$ cat config.mk
export PLATFORM = sky130hd
export DESIGN_NAME = step_sequencer
export DESIGN_NICKNAME = d
export VERILOG_FILES = /design/src/rtl/step_sequencer_pkg.sv /design/src/rtl/step_sequencer_prescaler.sv /design/src/rtl/step_sequencer.sv
export SDC_FILE = /design/constraint.sdc
export NUM_CORES = 1
export LEC_CHECK = 0
export CAP_MARGIN = 5
export CORE_AREA = 2 2 39 41
export CTS_CLUSTER_DIAMETER = 30
export DETAILED_ROUTE_END_ITERATION = 8
export DIE_AREA = 0 0 41 43
export GPL_TIMING_DRIVEN = 0
export SYNTH_ARGS = -nofsm -noshare
export SYNTH_HDL_FRONTEND = slang
export SYNTH_HIERARCHICAL = 1
export SYNTH_SLANG_ARGS = --single-unit
$ cat constraint.sdc
create_clock -name iclk -period 1.73 [get_ports iclk]
set_input_delay 0.173 -clock iclk [delete_from_list [all_inputs] [get_ports iclk]]
set_output_delay 0.173 -clock iclk [all_outputs]
set_load 0.05 [all_outputs]
$ cat src/rtl/step_sequencer_pkg.sv
// Shared types and helpers for the step sequencer.
// Optional one-hot output is enabled with STEP_SEQUENCER_ONEHOT_EN (see step_sequencer.sv).
package step_sequencer_pkg;

  // Bits needed to hold 0..n-1, never less than one.
  function automatic int unsigned clog2(input int unsigned n);
    int unsigned w;
    w = 1;
    while ((32'd1 << w) < n) w++;
    return w;
  endfunction

  localparam logic DIR_FWD  = 1'b1;
  localparam logic DIR_BACK = 1'b0;

  localparam logic [1:0] REQ_HOLD = 2'd0;
  localparam logic [1:0] REQ_FWD  = 2'd1;
  localparam logic [1:0] REQ_BACK = 2'd2;

endpackage

$ cat src/rtl/step_sequencer_prescaler.sv
// Move-opportunity prescaler: otick is high on the last cycle of every PRESCALE-cycle window.
module step_sequencer_prescaler
  import step_sequencer_pkg::*;
#(
  parameter int unsigned PRESCALE = 1
) (
  input  logic iclk,
  input  logic irst_n,
  input  logic iclr_cnt,
  output logic otick
);

  localparam int unsigned CW = clog2(PRESCALE);
  localparam logic [CW-1:0] CntLast = CW'(PRESCALE - 1);

  logic [CW-1:0] cnt_q, cnt_d;

  assign otick = (cnt_q == CntLast);

  // Count up, return to 0 after the tick or when the index is cleared/loaded.
  always_comb begin
    cnt_d = cnt_q + CW'(1);
    if (iclr_cnt || otick) cnt_d = '0;
  end

  // Count register.
  always_ff @(posedge iclk or negedge irst_n) begin
    if (!irst_n) cnt_q <= '0;
    else         cnt_q <= cnt_d;
  end

endmodule

$ cat src/rtl/step_sequencer.sv
// Parametrised step sequencer: walks an index through 0..NSTATES-1 under stop/back control,
// with prescaler, synchronous clear/load, wrap or saturate, and boundary pulses.
// Define STEP_SEQUENCER_ONEHOT_EN to add the registered one-hot output oonehot.
module step_sequencer
  import step_sequencer_pkg::*;
#(
  parameter int unsigned NSTATES  = 4,
  parameter int unsigned PRESCALE = 1,
  parameter int unsigned WRAP     = 1,
  localparam int unsigned W       = clog2(NSTATES)
) (
  input  logic         iclk,
  input  logic         irst_n,
  input  logic         istop,
  input  logic         iback,
  input  logic         iclr,
  input  logic         iload,
  input  logic [W-1:0] iload_val,
  output logic [W-1:0] ovalor,
  output logic         odir,
  output logic         owrap,
  output logic         olimit
`ifdef STEP_SEQUENCER_ONEHOT_EN
  ,
  output logic [NSTATES-1:0] oonehot
`endif
);

  localparam logic [W-1:0] Last = W'(NSTATES - 1);

  logic         tick;
  logic [1:0]   req;
  logic [W-1:0] val_q, val_d, load_val;
  logic         dir_q, dir_d;
  logic         wrap_q, wrap_d;
  logic         limit_q, limit_d;
  logic         val_illegal;

  step_sequencer_prescaler #(
    .PRESCALE(PRESCALE)
  ) u_prescaler (
    .iclk    (iclk),
    .irst_n  (irst_n),
    .iclr_cnt(iclr | iload),
    .otick   (tick)
  );

  // Codes >= NSTATES only exist when NSTATES is not a power of two.
  if (NSTATES == (1 << W)) begin : g_pow2
    assign val_illegal = 1'b0;
    assign load_val    = iload_val;
  end else begin : g_npow2
    assign val_illegal = (val_q > Last);
    assign load_val    = (iload_val > Last) ? Last : iload_val;
  end

  // Decode the panel controls into a move request; forward wins over back.
  always_comb begin
    req = REQ_HOLD;
    if (tick) begin
      if (!istop)     req = REQ_FWD;
      else if (iback) req = REQ_BACK;
    end
  end

  // Next index, direction and boundary pulses.
  always_comb begin
    val_d   = val_q;
    dir_d   = dir_q;
    wrap_d  = 1'b0;
    limit_d = 1'b0;
    if (iclr) begin
      val_d = '0;
    end else if (iload) begin
      val_d = load_val;
    end else if (val_illegal) begin
      val_d = '0;  // upset recovery, independent of the prescaler
    end else begin
      case (req)
        REQ_FWD: begin
          if (val_q != Last) begin
            val_d = val_q + W'(1);
            dir_d = DIR_FWD;
          end else if (WRAP != 0) begin
            val_d  = '0;
            dir_d  = DIR_FWD;
            wrap_d = 1'b1;
          end else begin
            limit_d = 1'b1;
          end
        end
        REQ_BACK: begin
          if (val_q != '0) begin
            val_d = val_q - W'(1);
            dir_d = DIR_BACK;
          end else if (WRAP != 0) begin
            val_d  = Last;
            dir_d  = DIR_BACK;
            wrap_d = 1'b1;
          end else begin
            limit_d = 1'b1;
          end
        end
        default: ;
      endcase
    end
  end

  // State and pulse registers.
  always_ff @(posedge iclk or negedge irst_n) begin
    if (!irst_n) begin
      val_q   <= '0;
      dir_q   <= DIR_FWD;
      wrap_q  <= 1'b0;
      limit_q <= 1'b0;
    end else begin
      val_q   <= val_d;
      dir_q   <= dir_d;
      wrap_q  <= wrap_d;
      limit_q <= limit_d;
    end
  end

  assign ovalor = val_q;
  assign odir   = dir_q;
  assign owrap  = wrap_q;
  assign olimit = limit_q;

`ifdef STEP_SEQUENCER_ONEHOT_EN
  logic [NSTATES-1:0] onehot_q;

  // One-hot copy of the index, updated alongside it.
  always_ff @(posedge iclk or negedge irst_n) begin
    if (!irst_n) onehot_q <= NSTATES'(1);
    else         onehot_q <= NSTATES'(1) << val_d;
  end

  assign oonehot = onehot_q;
`endif

endmodule
==> impl_metrics.json, run 1 <==
{
  "wire_per_inst_um": 7.62,
  "clockRootBuffer": "clkbuf_4",
  "vias_per_cell": 3.91,
  "switching_power_mw": 0.114,
  "cpMaxStageDelayCell": "clkdlybuf4s50_1",
  "yosysWarnings": 6,
  "grt_pass1_vias": 246,
  "yosys.area.top_type_share": 0.327,
  "first_pass_iters": 1,
  "nets": 61,
  "dp.cells": 62,
  "cts_num_sinks": 5,
  "clock_power_share": 0.344,
  "vias": 258,
  "yosys.cell_types.count": 20,
  "synthMuxAreaShare": 0.0327,
  "worstPathCellList": "clkdlybuf4s50_1",
  "leakage_nw": 0.217,
  "portBuffers": 11,
  "clk_pin_slew_worst_paths_ps": 40,
  "irDropWorstVdd_v": 0.000391,
  "outcome": "completed",
  "synth_xor_area_frac": 0,
  "instances_no_fill": 66,
  "synth_top_family_by_area": "simple AND/OR/NAND/NOR gates",
  "track_usage": 0.0775,
  "die_w_um": 41,
  "drt_drc_violations_left": 0,
  "syn_nets": 45,
  "critPathBufInv": 1,
  "grt_setup_unrepaired": "no",
  "cts_buffer_depth": 2,
  "insertion_delay_ps": 240,
  "power_density_mw_per_mm2": 815,
  "synth-edff-count": 0,
  "combPwrFrac": 0.293,
  "period_needed_ps": 1600,
  "drive_above_1_share": 0.160,
  "drt_wl_total_um": 503,
  "synth_compound_area_frac": 0.155,
  "syn_area_um2": 307,
  "period_share": 0.927,
  "synth_ff_type": "dfrtp_1",
  "cpPeakStageDelay_ps": 820,
  "core_region_area_mm2": 0.00138,
  "htreeDepth": 1,
  "cts_made_buffers": 3,
  "p_sw_frac": 0.302,
  "die_h_um": 43,
  "synth_largest_area_cell": "dfrtp_1",
  "setup_viol": 0,
  "synthTopCellsByCount": "dfrtp_1, inv_1",
  "gp_congestion": 0.787,
  "drtIter0Drc": 0,
  "p_int_mw": 0.263,
  "area_delta_synth_final_pct": 50.6,
  "rows": 14,
  "hpwlAfterDp_um": 445,
  "cp_max_fo": 4,
  "holdBufCountCts": 0,
  "cts_tree": "done",
  "endpoint_kind": "output pin",
  "antenna_found_initial": 0,
  "async_reset_ff_frac": 1.00,
  "grt_pass1_wl_um": 897,
  "floorplan.initialDensity": 0.222,
  "synth_area_leaders": "dfrtp_1, dfstp_2, ha_1",
  "hp-class": "in -> async",
  "max_cap_viol_count": 0,
  "r2r_cells": 5,
  "arrival_ps": 1430,
  "io_pins": 13,
  "fmax_mhz": 623,
  "grt_max_degree": 8,
  "syn_inst": 35,
  "ys_ff_latch": 5,
  "critical_path_class": "reg -> out",
  "cp_top_family": "buffers and inverters",
  "synthAdderAreaFrac": 0.0816,
  "ys_seq_area_frac": 0.412,
  "synth_area_per_cell_um2": 8.76,
  "seqPwrFrac": 0.363,
  "postRouteAntennaNets": 0,
  "slew_violations": 0,
  "setup_tns_ps": 0,
  "finalHoldViolations": 0,
  "antenna_cells": 0,
  "synthSimpleGateAreaFrac": 0.196,
  "start_kind": "flop",
  "critPathRequiredTime_ps": 1560,
  "overflow": 0,
  "fin_skew_ps": 2.31,
  "cp.depth": 1,
  "dieArea_mm2": 0.00176
}
-- placed cells by master, fill, tap and decap left out --
master           count
clkdlybuf4s50_1     10
inv_1                4
dfrtp_1              4
clkbuf_4             3
inv_2                2
or2_1                2
nand2b_1             2
a21oi_1              2
o21ai_1              2
nand2_1              2
nor2_1               2
ha_1                 2
conb_1               2
nand3_1              1
a21o_1               1
o221a_1              1
nor3_2               1
mux2i_1              1
a221oi_1             1
nor3_1               1
buf_4                1
clkbuf_1             1
dfstp_2              1
dlygate4sd2_1        1
-- cell families (layout without fill, tap and decap cells) --
group / Yosys count / after routing
other: 2 / 2
muxes: 1 / 1
DFF: 5 / 5
adders and majority gates: 2 / 2
AOI/OAI and AO/OA: 7 / 7
and+or+nand+nor: 11 / 11
buffers and inverters: 7 / 22
-- final timing paths --
| kind | start | to | slack [ps] |
|---|---|---|---|
| max | ovalor[1]$_DFFE_PN0P_ | ovalor[1] | 130 |
| min | irst_n | ovalor[0]$_DFFE_PN0P_ | 150 |
| max reg2reg | ovalor[0]$_DFFE_PN0P_ | ovalor[1]$_DFFE_PN0P_ | 410 |
| min reg2reg | odir$_DFFE_PN1P_ | odir$_DFFE_PN1P_ | 490 |
| max in group asynchronous | irst_n | odir$_DFFE_PN1P_ | 1330 |
| min in group iclk | odir$_DFFE_PN1P_ | odir$_DFFE_PN1P_ | 490 |
-- power groups by stage --
stage               combinational (mW)  sequential (mW)  clock [mW]
floorplan                       0.0396            0.169           0
global placement                 0.114            0.138           0
detailed placement               0.115            0.139           0
CTS                              0.112            0.137       0.137
global route                     0.119            0.138       0.151
finish                           0.110            0.137       0.130
-- through the flow --
| step | total power, mW | setup slack, ps | utilization | area [um2] | hold WS [ps] |
|---|---|---|---|---|---|
| 3_3_place_gp | 0.252 | 261 | 0.316 | 437 | 408 |
| 3_5_place_dp | 0.253 | 256 | 0.316 | 437 | 410 |
| 5_1_grt | 0.408 | 69.9 | 0.334 | 462 | 151 |
| 2_1_floorplan | 0.209 | 161 | - | 307 | -123 |
| 4_1_cts | 0.386 | 106 | 0.334 | 462 | 151 |
| 6_report | 0.376 | 126 | 0.334 | 462 | 153 |
-- worst register-to-register path, stage by stage, from the launching register on --
cell and delay, ps:
dfrtp_1 370, inv_2 60, ha_1 300, mux2i_1 130, a221oi_1 260, nor3_1 80
-- sequential cells by signal (all words and copies together) (netlist names) --
register and cells:
odir 1, ovalor 2, u_prescaler/cnt_q 1, owrap 1
-- layout make-up --
cell class | instances | area (um2)
clock buffer | 4 | 26.3
tap | 16 | 20.0
fill | 149 | 922
sequential | 5 | 126
timing repair buffer | 11 | 109
buffer | 1 | 7.51
multi-input combinational | 23 | 150
inverter | 6 | 22.5
-- per-layer routing --
metal | vias to the layer above | routed length (um) | track usage
met1 | 107 | 225 | 0.0909
met3 | 0 | 40 | 0.0628
met4 | 0 | 0 | 0.0200
li1 | 141 | - | -
met5 | - | 0 | 0
met2 | 10 | 237 | 0.106
-- what timing repair did --
| action | in CTS | in global routing |
|---|---|---|
| endpoints found under the setup margin | 1 | 0 |
| setup buffers | 0 | 0 |
| resized for setup | 1 | 0 |
Power figures use the tool's default switching activity.
==> inputs of run 2 (changes only) <==
Settings changed: HOLD_SLACK_MARGIN set to 0.12.
==> results of run 2 <==
Same layout as run 1: the final DEF is identical, and so are final timing and power.
==> inputs of run 3 (changes only) <==
Settings changed: SLEW_MARGIN set to 30.
==> results of run 3 <==
Same layout as run 1: the final DEF is identical, and so are final timing and power.
